--- config.mk ---
export PLATFORM = sky130hd
export DESIGN_NAME = fp_normalizer
export DESIGN_NICKNAME = d
export VERILOG_FILES = /design/src/rtl/fp_normalizer.sv
export SDC_FILE = /design/constraint.sdc
export NUM_CORES = 1
export LEC_CHECK = 0
export CORE_AREA = 2 2 94 96
export DETAILED_ROUTE_END_ITERATION = 12
export DIE_AREA = 0 0 96 98
export MAX_ROUTING_LAYER = met4
export PLACE_DENSITY = 0.82
export SYNTH_ARGS = -nofsm -noshare
export SYNTH_HDL_FRONTEND = slang
export SYNTH_SLANG_ARGS = --single-unit
export TNS_END_PERCENT = 20
--- constraint.sdc ---
create_clock -name clk -period 2.6 [get_ports clk]
set_clock_uncertainty 0.15 [all_clocks]
set_input_delay 0.52 -clock clk [delete_from_list [all_inputs] [get_ports clk]]
set_output_delay 0.52 -clock clk [all_outputs]
set_load 0.005 [all_outputs]
--- src/rtl/fp_normalizer.sv ---
// fp_normalizer: post-add normalization of a raw floating-point sum into
// an IEEE-754 single. Carries are shifted right one place per cycle, leading
// zeros are shifted left one place per cycle, and underflow flushes to a
// signed zero. Results are held with a valid/ready handshake.
// Build option: define FP_NORMALIZER_ROUND_EN to round the bit dropped by a
// right shift to nearest-even; otherwise that bit is truncated.
module fp_normalizer (
    input  logic        clk,
    input  logic        rst,
    input  logic        in_valid,
    output logic        in_ready,
    input  logic        in_sign,
    input  logic [7:0]  in_exp,
    input  logic [24:0] in_mant,
    output logic [31:0] out,
    output logic        out_valid,
    input  logic        out_ready
);

    typedef enum logic [1:0] {
        IDLE,
        NORM,
        DONE
    } state_t;

    state_t      state_q, state_d;
    logic        sign_q, sign_d;
    logic [7:0]  exp_q, exp_d;
    logic [24:0] mant_q, mant_d;
    logic [4:0]  cnt_q, cnt_d;
    logic [31:0] out_q, out_d;
    logic        valid_q, valid_d;

    logic [24:0] mantRight;
    logic [7:0]  expUp;

    // Right-shift datapath for a carry-out, with optional round-to-nearest-even
    // on the dropped bit; a rounding overflow shows up as a fresh carry.
    always_comb begin
        mantRight = {1'b0, mant_q[24:1]};
`ifdef FP_NORMALIZER_ROUND_EN
        if (mant_q[0] && mant_q[1]) begin
            mantRight = mantRight + 25'd1;
        end
`endif
        expUp = exp_q + 8'd1;
    end

    // Next-state and result selection: one normalization step per NORM cycle,
    // with the shift counter as a backstop that forces completion.
    always_comb begin
        state_d = state_q;
        sign_d  = sign_q;
        exp_d   = exp_q;
        mant_d  = mant_q;
        cnt_d   = cnt_q;
        out_d   = out_q;
        valid_d = valid_q;
        case (state_q)
            IDLE: begin
                if (in_valid) begin
                    sign_d  = in_sign;
                    exp_d   = in_exp;
                    mant_d  = in_mant;
                    cnt_d   = 5'd0;
                    state_d = NORM;
                end
            end
            NORM: begin
                cnt_d = cnt_q + 5'd1;
                if (exp_q == 8'hFF) begin
                    out_d   = {sign_q, 8'hFF, 23'h0};
                    state_d = DONE;
                end else if (mant_q == 25'd0) begin
                    out_d   = {sign_q, 31'h0};
                    state_d = DONE;
                end else if (mant_q[24]) begin
                    mant_d = mantRight;
                    exp_d  = expUp;
                    if (expUp == 8'hFF) begin
                        out_d   = {sign_q, 8'hFF, 23'h0};
                        state_d = DONE;
                    end
                end else if (mant_q[23]) begin
                    out_d   = {sign_q, exp_q, mant_q[22:0]};
                    state_d = DONE;
                end else if (exp_q <= 8'h01) begin
                    out_d   = {sign_q, 31'h0};
                    state_d = DONE;
                end else begin
                    mant_d = {mant_q[23:0], 1'b0};
                    exp_d  = exp_q - 8'd1;
                end
                if ((state_d == NORM) && (cnt_q == 5'd23)) begin
                    out_d   = {sign_q, 31'h0};
                    state_d = DONE;
                end
                if (state_d == DONE) begin
                    valid_d = 1'b1;
                end
            end
            DONE: begin
                if (out_ready) begin
                    valid_d = 1'b0;
                    state_d = IDLE;
                end
            end
            default: begin
                state_d = IDLE;
                valid_d = 1'b0;
            end
        endcase
    end

    // State and working registers; reset abandons any transaction in flight.
    always_ff @(posedge clk or posedge rst) begin
        if (rst) begin
            state_q <= IDLE;
            sign_q  <= 1'b0;
            exp_q   <= 8'h00;
            mant_q  <= 25'd0;
            cnt_q   <= 5'd0;
            out_q   <= 32'h0;
            valid_q <= 1'b0;
        end else begin
            state_q <= state_d;
            sign_q  <= sign_d;
            exp_q   <= exp_d;
            mant_q  <= mant_d;
            cnt_q   <= cnt_d;
            out_q   <= out_d;
            valid_q <= valid_d;
        end
    end

    assign in_ready  = (state_q == IDLE);
    assign out       = out_q;
    assign out_valid = valid_q;

endmodule

==> flow_summary.json, run 1 <==
{
  "synth_edf_count": 0,
  "synth-xor-area-share_pct": 0.458,
  "yosys_most_used_dff": "dfrtp_1",
  "diodes": 0,
  "fin_tns_setup_ps": 0,
  "synth_cells": 380,
  "path_clk_slew_ps": 70,
  "instances_no_fill": 569,
  "die_w_um": 96,
  "slew_violations": 0,
  "wl_per_cell_um": 16.9,
  "clockBufferDepth": 2,
  "path_class": "flop to flop",
  "postSynthNetCount": 423,
  "pwr-share-seq_pct": 35.1,
  "synthAdderAreaFrac_pct": 1.64,
  "finalSetupViolations": 0,
  "power_frac_clock_pct": 14.5,
  "ys_seq_area_share_pct": 48.4,
  "power.density_nw_per_um2": 1310,
  "worstPathRequired_ps": 2690,
  "postCtsHoldBufs": 0,
  "power_uw": 6540,
  "ant_nets": 0,
  "cts_tree": "yes",
  "muxShareOfSynthArea_pct": 3.37,
  "status": "finished clean",
  "cts_root_buf": "clkbuf_8",
  "n_fill_cell": 738,
  "nets": 500,
  "first_global_vias": 3203,
  "synth_warnings": 0,
  "overflow": 0,
  "via_per_inst": 5.92,
  "grtUsageTotal_pct": 22.2,
  "synth_area_um2": 3820,
  "avgSynthCellArea_um2": 10.1,
  "htree_levels": 3,
  "async_flop_share_pct": 100,
  "p_leak_uw": 0.00216,
  "chipHeight_um": 98,
  "synth_top_family_by_area": "compound AO/OA/AOI/OAI gates",
  "min_period_ps": 2530,
  "cp_max_fo": 7,
  "dpl.cell_count": 553,
  "syn2layout_area_growth_pct": 30.2,
  "cp-start-kind": "flop",
  "multi_input_area_um2": 1800,
  "layout-drive-gt1-share_pct": 12.4,
  "maxCapViolations": 0,
  "first_pass_iters": 5,
  "register_area_um2": 1850,
  "gp_congestion": 0.874,
  "synth_simple_gate_area_share_pct": 14.1,
  "hpwl_um": 6820,
  "min_period_over_period_pct": 97.3,
  "cp-end-kind": "flop",
  "max-vdd-ir-drop_mv": 0.627,
  "dieArea_um2": 9410,
  "timing.fmax_mhz": 395,
  "switchingPower_uw": 2620,
  "internal_power_uw": 3920,
  "clk_latency_ps": 350,
  "drtIter0Drc": 238,
  "synth_compound_area_share_pct": 27.5,
  "slew_headroom_pct": 67.6,
  "worst_slack_ps": 71.1,
  "preCtsSetupSlack_ps": 54.2,
  "finalWirelength_um": 9630,
  "cp_data_arrival_time_ps": 2610,
  "initial_core_util_pct": 45.2,
  "grt_max_degree": 61,
  "ys_seq_elements": 74,
  "cts.sinks": 74,
  "num_io_pins": 72,
  "fin_util_pct": 58.8,
  "drc": 0,
  "grt_pass1_wl_um": 15800,
  "cts_made_buffers": 9,
  "comb_power_share_pct": 50.3,
  "antenna_found_initial": 0,
  "core_um2": 8470,
  "vias": 3366,
  "port_buffers": 71,
  "min_path_type": "primary input to asynchronous set/reset pin",
  "synthDistinctLibCells": 52,
  "rows": 34,
  "finalHoldViolCount": 0,
  "p_sw_share_pct": 40.1,
  "worst_pin_slew_ps": 481
}
## logic make-up after synthesis
kind of cell	count (synthesis)
compound gates	144
xor+xnor	2
fa+ha+maj	5
buf+inv	38
flops	74
mux	12
simple gates	105
## registers in the layout (all words and copies together), names as in the netlist
signal	cells
out	32
mant_q	25
exp_q	8
cnt_q	5
out_valid	1
state_q	2
sign_q	1
## Yosys cell counts, types with 2 or more instances
cell	number	area, um^2
and3_1	3	18.8
nand2_1	43	161
a22o_1	32	280
dfrtp_1	74	1850
buf_2	8	40.0
nor2b_1	7	43.8
xor2_1	2	17.5
a21oi_1	8	40.0
nand3_1	6	30.0
mux2i_1	8	80.1
buf_6	2	22.5
ha_1	5	62.6
a221oi_1	2	17.5
mux2_2	3	33.8
nor2_1	19	71.3
a41oi_1	2	17.5
nor4_1	6	37.5
and4_1	2	17.5
clkbuf_1	20	75.1
nand2b_1	4	25.0
a21o_1	4	30.0
inv_1	5	18.8
o311ai_0	5	43.8
o21ai_0	54	270
nor3_1	5	25.0
a221o_1	23	230
nand4_1	3	18.8
## per-stage QoR
stage | hold WS (ps) | cell area (um^2)
6_report | 296 | 4980
2_1_floorplan | 292 | 3820
5_1_grt | 316 | 4980
3_5_place_dp | 318 | 4760
3_3_place_gp | 307 | 4760
4_1_cts | 302 | 4970
## power by group through the flow
stage	logic (uW)	registers, uW	clock network (uW)
CTS	3290	2290	964
finish	3290	2300	952
global placement	3160	2290	0
floorplan	2170	2100	0
detailed placement	3280	2300	0
global route	3660	2380	1010
## layout make-up
cell class                 count  share of cell area (%)
sequential                    74                    37.2
multi-input combinational    268                    36.2
timing repair buffer          99                    19.3
tap                          108                    2.71
clock buffer                  10                    2.56
clock inverter                 5                    1.61
inverter                       5                   0.377
## repair_timing
action / CTS / global route
setup endpoints to repair: 0 / 31
gates resized for setup: 0 / 1
setup buffers: 0 / 1
## per-layer routing
metal / global-route usage (%) / vias to the layer above / routed length [um]
li1: - / 1591 / -
met1: 32.3 / 1632 / 4550
met2: 30.8 / 122 / 4360
met3: 3.78 / 21 / 460
met4: 8.90 / 0 / 259
met5: - / - / 0
## placed cells by master (no fill, tap or decap), types with 3 or more instances in the layout
cell type	Yosys	layout
a21oi_1	8	8
nand3_1	6	6
a22o_1	32	32
buf_12	0	3
ha_1	5	5
clkdlybuf4s50_1	0	71
nand2_1	43	43
nor2b_1	7	7
and3_1	3	3
a221o_1	23	23
nor4_1	6	6
clkbuf_8	0	9
buf_4	1	25
nor3_1	5	4
nand4_1	3	3
nor2_1	19	19
mux2_2	3	3
mux2i_1	8	8
a21o_1	4	4
o311ai_0	5	5
o21ai_0	54	54
dfrtp_1	74	73
nand2b_1	4	4
inv_1	5	4
## path summary, 6_finish.rpt
kind	endpoint	from	slack (ps)	cells after the start
setup / recovery	out[24]	exp_q[0]	70	9
hold / removal	out[30]	rst	300	2
setup reg to reg	out[24]	exp_q[0]	70	9
hold reg to reg	sign_q	sign_q	350	2
max in group asynchronous	cnt_q[0]	rst	1380	3
min in group clk	sign_q	sign_q	350	2
## worst max-delay path, cell delays in order (launching register included)
cell and delay [ps]:
dfrtp_2 450, inv_1 140, ha_1 210, nor2_1 90
nor4b_4 360, o21bai_2 120, and3_4 220, a31o_1 260
buf_4 180, a22o_1 230
(Power assumes the default switching activity.)
==> inputs of run 2 (changes only) <==
ABC_AREA = 1   (was not set)
CORE_AREA = 2 2 97 99   (was 2 2 94 96)
DIE_AREA = 0 0 99 101   (was 0 0 96 98)
PLACE_DENSITY = not set   (was 0.82)
PLACE_DENSITY_LB_ADDON = 0.08   (was not set)
==> flow_summary.json, run 2 <==
{
  "drtIter0Drc": 332,
  "hpwl_um": 7750,
  "core_um2": 8980,
  "maxCapViolations": 0,
  "worst_pin_slew_ps": 580,
  "via_per_inst": 5.38,
  "synthTopCellsByArea": "dfrtp_1 (43%), nand2_1 (17%), nand3_1 (6.3%), a21oi_1 (6.1%), nor2_1 (5.0%)",
  "ys_seq_area_share_pct": 43.1,
  "dieArea_um2": 10000,
  "postSynthNetCount": 638,
  "async_flop_share_pct": 100,
  "layout-drive-gt1-share_pct": 7.00,
  "synth_top_area_cell": "dfrtp_1",
  "reg2reg_depth": 11,
  "clockBufferDepth": 2,
  "min_period_ps": 2320,
  "worstReg2RegEnd": "out[14]",
  "min_period_over_period_pct": 89.3,
  "slew_violations": 0,
  "diodes": 0,
  "hold_end": "out[21]",
  "worstHoldStart": "out[21]",
  "grt_pass1_wl_um": 18800,
  "power.density_nw_per_um2": 1260,
  "cp-start-kind": "flop",
  "initial_core_util_pct": 47.9,
  "max-vdd-ir-drop_mv": 0.869,
  "path_class": "flop to flop",
  "cts.sinks": 74,
  "rsz0062_at_grt": "false",
  "grt_max_degree": 75,
  "finalSetupViolations": 0,
  "cp-startpoint": "exp_q[0]",
  "chipHeight_um": 101,
  "vias": 4135,
  "nets": 695,
  "path_clk_slew_ps": 80,
  "synth_edf_count": 0,
  "fin_hold_ws_ps": 320,
  "ys_seq_elements": 74,
  "cts_root_buf": "clkbuf_8",
  "num_io_pins": 72,
  "synth.cells.most_frequent": "nand2_1 (193), dfrtp_1 (74), nor2_1 (57), nand3_1 (54), a21oi_1 (52)",
  "overflow": 0,
  "min_path_type": "flop to flop",
  "largest_register_ffs": 32,
  "synth.most_common_cell": "nand2_1",
  "avgSynthCellArea_um2": 7.23,
  "clk_latency_ps": 350,
  "cp_data_arrival_time_ps": 2410,
  "synth_cells": 595,
  "port_buffers": 71,
  "synth_warnings": 0,
  "hold_depth": 2,
  "drc": 0,
  "ant_nets": 0,
  "syn2layout_area_growth_pct": 22.8,
  "gp_congestion": 0.905,
  "worstPathRequired_ps": 2690,
  "first_pass_iters": 7,
  "fin_util_pct": 58.8,
  "wl_per_cell_um": 14.4,
  "antenna_found_initial": 0,
  "htree_levels": 3,
  "timing.reg2reg.setup_slack_ps": 280,
  "rows": 35,
  "grtUsageTotal_pct": 24.0,
  "timing.fmax_mhz": 431,
  "finalWirelength_um": 11000,
  "slew_headroom_pct": 61.1,
  "synth_top_area_share_pct": 43.1,
  "status": "finished clean",
  "final_cell_mix": "nand2_1 (193), dfrtp_1 (74), clkdlybuf4s50_1 (71)",
  "cts_made_buffers": 9,
  "fin_tns_setup_ps": 0,
  "synthDistinctLibCells": 35,
  "die_w_um": 99,
  "yosys_most_used_dff": "dfrtp_1",
  "cp_max_fo": 34,
  "cts_tree": "yes",
  "synth_area_um2": 4300,
  "p_leak_uw": 0.00254,
  "final_common_cell": "nand2_1",
  "postCtsHoldBufs": 0,
  "r2r_start": "exp_q[0]",
  "cp-end-kind": "flop",
  "first_global_vias": 3846,
  "finalHoldViolCount": 0
}
[run 2: what timing repair did]
item,4_1_cts,5_1_grt
endpoints found under the setup margin,0,34
resized for setup,0,2
buffers inserted,0,0
[run 2: worst max path at each step]
stage / cells after the start / endpoint / slack [ps]
detailed placement: 11 / out[1] / 170
global route: 11 / out[14] / 30
finish: 11 / out[14] / 280
global placement: 11 / out[6] / 200
CTS: 10 / out_valid / 160
floorplan: 1 / cnt_q[0] / 50
[run 2: cell type report]
type / instances / area (um^2)
fill: 858 / 3690
multi-input combinational: 448 / 2120
tap: 111 / 139
clock buffer: 11 / 141
sequential: 74 / 1850
inverter: 37 / 141
clock inverter: 5 / 60.1
timing repair buffer: 82 / 831
[run 2: power breakdown]
group          internal [uW]  switching [uW]
logic                   1390            2310
registers               1630             425
clock network            475             450
total                   3490            3190
[run 2: cells by family after synthesis]
logic type | after synthesis | synth area share [%]
fa+ha+maj | 5 | 1.45
compound gates | 104 | 13.1
simple gates | 339 | 34.2
flops | 74 | 43.1
buf+inv | 73 | 8.18
[run 2: routing by layer]
layer	track usage [%]	wire, um	up-vias
met5	-	0	-
met4	6.43	119	0
met3	3.05	698	12
met2	34.6	4810	154
met1	35.7	5410	1896
li1	-	-	2073
[run 2: metrics by stage]
stage | power (uW) | instance area [um^2] | std cells | setup WS [ps]
CTS | 6680 | 5270 | 768 | 158
global placement | 5680 | 5070 | 752 | 200
global route | 7330 | 5280 | 768 | 31.7
detailed placement | 5730 | 5070 | 752 | 174
floorplan | 4670 | 4300 | 595 | 48.4
finish | 6680 | 5280 | 768 | 278
[run 2: worst max-delay path: stages (launching register included)]
cell and delay (ps):
dfrtp_1 430, ha_1 260, nand2_1 90, inv_1 80, nor2_1 190, nand3_1 110
nor2_1 130, nand3_1 180, nand3_4 240, nand2_8 190, nand2_1 120, nand2_1 50
==> inputs of run 3 (changes only) <==
ABC_AREA = not set   (was 1)
CORE_AREA = 8 8 100 102   (was 2 2 97 99)
DIE_AREA = 0 0 108 110   (was 0 0 99 101)
RECOVER_POWER = 50   (was not set)
==> flow_summary.json, run 3 (synthesized netlist as in run 1, its figures left out) <==
{
  "max_stage_delay_ps": 510,
  "final_common_cell": "dfrtp_1",
  "clk_latency_ps": 350,
  "first_global_vias": 3248,
  "instances_no_fill": 566,
  "port_buffers": 71,
  "min_path_type": "flop to flop",
  "min_period_ps": 2450,
  "cp-end-kind": "flop",
  "first_pass_iters": 5,
  "dpl.cell_count": 550,
  "finalHoldViolCount": 0,
  "htree_levels": 3,
  "layout-drive-gt1-share_pct": 12.0,
  "min_period_over_period_pct": 94.2,
  "maxCapViolations": 0,
  "rows": 34,
  "gp_congestion": 0.885,
  "cts_tree": "yes",
  "largest_register_ffs": 32,
  "antenna_found_initial": 0,
  "chipHeight_um": 110,
  "dieArea_um2": 11900,
  "grt_max_degree": 58,
  "worstPathRequired_ps": 2680,
  "power.density_nw_per_um2": 1310,
  "final_cell_mix": "dfrtp_1 (74), clkdlybuf4s50_1 (58), o21ai_0 (54)",
  "path_class": "flop to flop",
  "ant_nets": 0,
  "cts_made_buffers": 9,
  "n_fill_cell": 760,
  "overflow": 0,
  "slew_violations": 0,
  "num_io_pins": 72,
  "die_w_um": 108,
  "fin_hold_ws_ps": 334,
  "syn2layout_area_growth_pct": 28.6,
  "finalSetupViolations": 0,
  "nets": 496,
  "core_um2": 8470,
  "status": "finished clean",
  "cp_slowest_cell": "dfrtp_1",
  "hpwl_um": 7290,
  "path_clk_slew_ps": 80,
  "drc": 0,
  "crit_chain": "nor4_4 > nor4b_4 > o21bai_2 > and3_4 > a31o_2 > buf_6 > a22o_1",
  "cp_data_arrival_time_ps": 2530,
  "grt_pass1_wl_um": 17100,
  "cts_setup_buffers": 0,
  "drtIter0Drc": 168,
  "rsz0062_at_grt": "false",
  "finalWirelength_um": 10500,
  "initial_core_util_pct": 45.2,
  "worst_pin_slew_ps": 793,
  "fin_tns_setup_ps": 0,
  "grtUsageTotal_pct": 18.8,
  "timing.fmax_mhz": 408,
  "max-vdd-ir-drop_mv": 0.750,
  "cts_resized": 0,
  "cp-start-kind": "flop",
  "cts.sinks": 74,
  "clockBufferDepth": 2,
  "slew_headroom_pct": 47.1,
  "vias": 3305,
  "cts_root_buf": "clkbuf_8",
  "p_leak_uw": 0.00214,
  "via_per_inst": 5.84,
  "diodes": 0,
  "postCtsHoldBufs": 0,
  "cp_max_fo": 17,
  "wl_per_cell_um": 18.5
}
[run 3: worst max-delay path, delay by kind of cell (launching register included)]
family,cells,cell delay [ps]
buffers and inverters,1,170
AOI/OAI and AO/OA,3,610
and+or+nand+nor,3,890
DFF,1,510
[run 3: power by group]
part,internal (uW),switching (uW),total (uW)
combinational,1630,1660,3290
sequential,1700,568,2260
clock,445,455,901
[run 3: final cells by class]
class	count	area (um^2)	area share [%]
sequential	74	1850	37.7
clock buffer	10	128	2.60
tap	108	135	2.75
timing repair buffer	95	907	18.5
clock inverter	6	67.6	1.37
multi-input combinational	268	1810	36.8
inverter	5	18.8	0.382
[run 3: worst paths after layout]
path,startpoint,endpoint,slack [ps],cells after the start
min in group asynchronous,rst,out[29],570,2
max in group asynchronous,rst,mant_q[7],420,3
hold reg to reg,sign_q,sign_q,330,2
setup / recovery,exp_q[4],out[28],150,7
hold / removal,sign_q,sign_q,330,2
setup reg to reg,exp_q[4],out[28],150,7
[run 3: layer usage]
layer / vias to the layer above / routed length [um] / global-route usage, %
li1: 1592 / - / -
met1: 1611 / 5080 / 26.2
met2: 88 / 4720 / 27.2
met3: 14 / 522 / 2.91
met4: 0 / 138 / 6.74
met5: - / 0 / -
[run 3: metrics by stage]
step / setup slack [ps] / instance area, um^2 / utilization, % / power, uW
finish: 150 / 4920 / 58.1 / 6450
global route: 17.3 / 4920 / 58.1 / 6960
CTS: 19.4 / 4920 / 58.1 / 6500
detailed placement: 47.7 / 4730 / 55.8 / 5590
global placement: 156 / 4730 / 55.8 / 5520
floorplan: 48.4 / 3820 / - / 4270
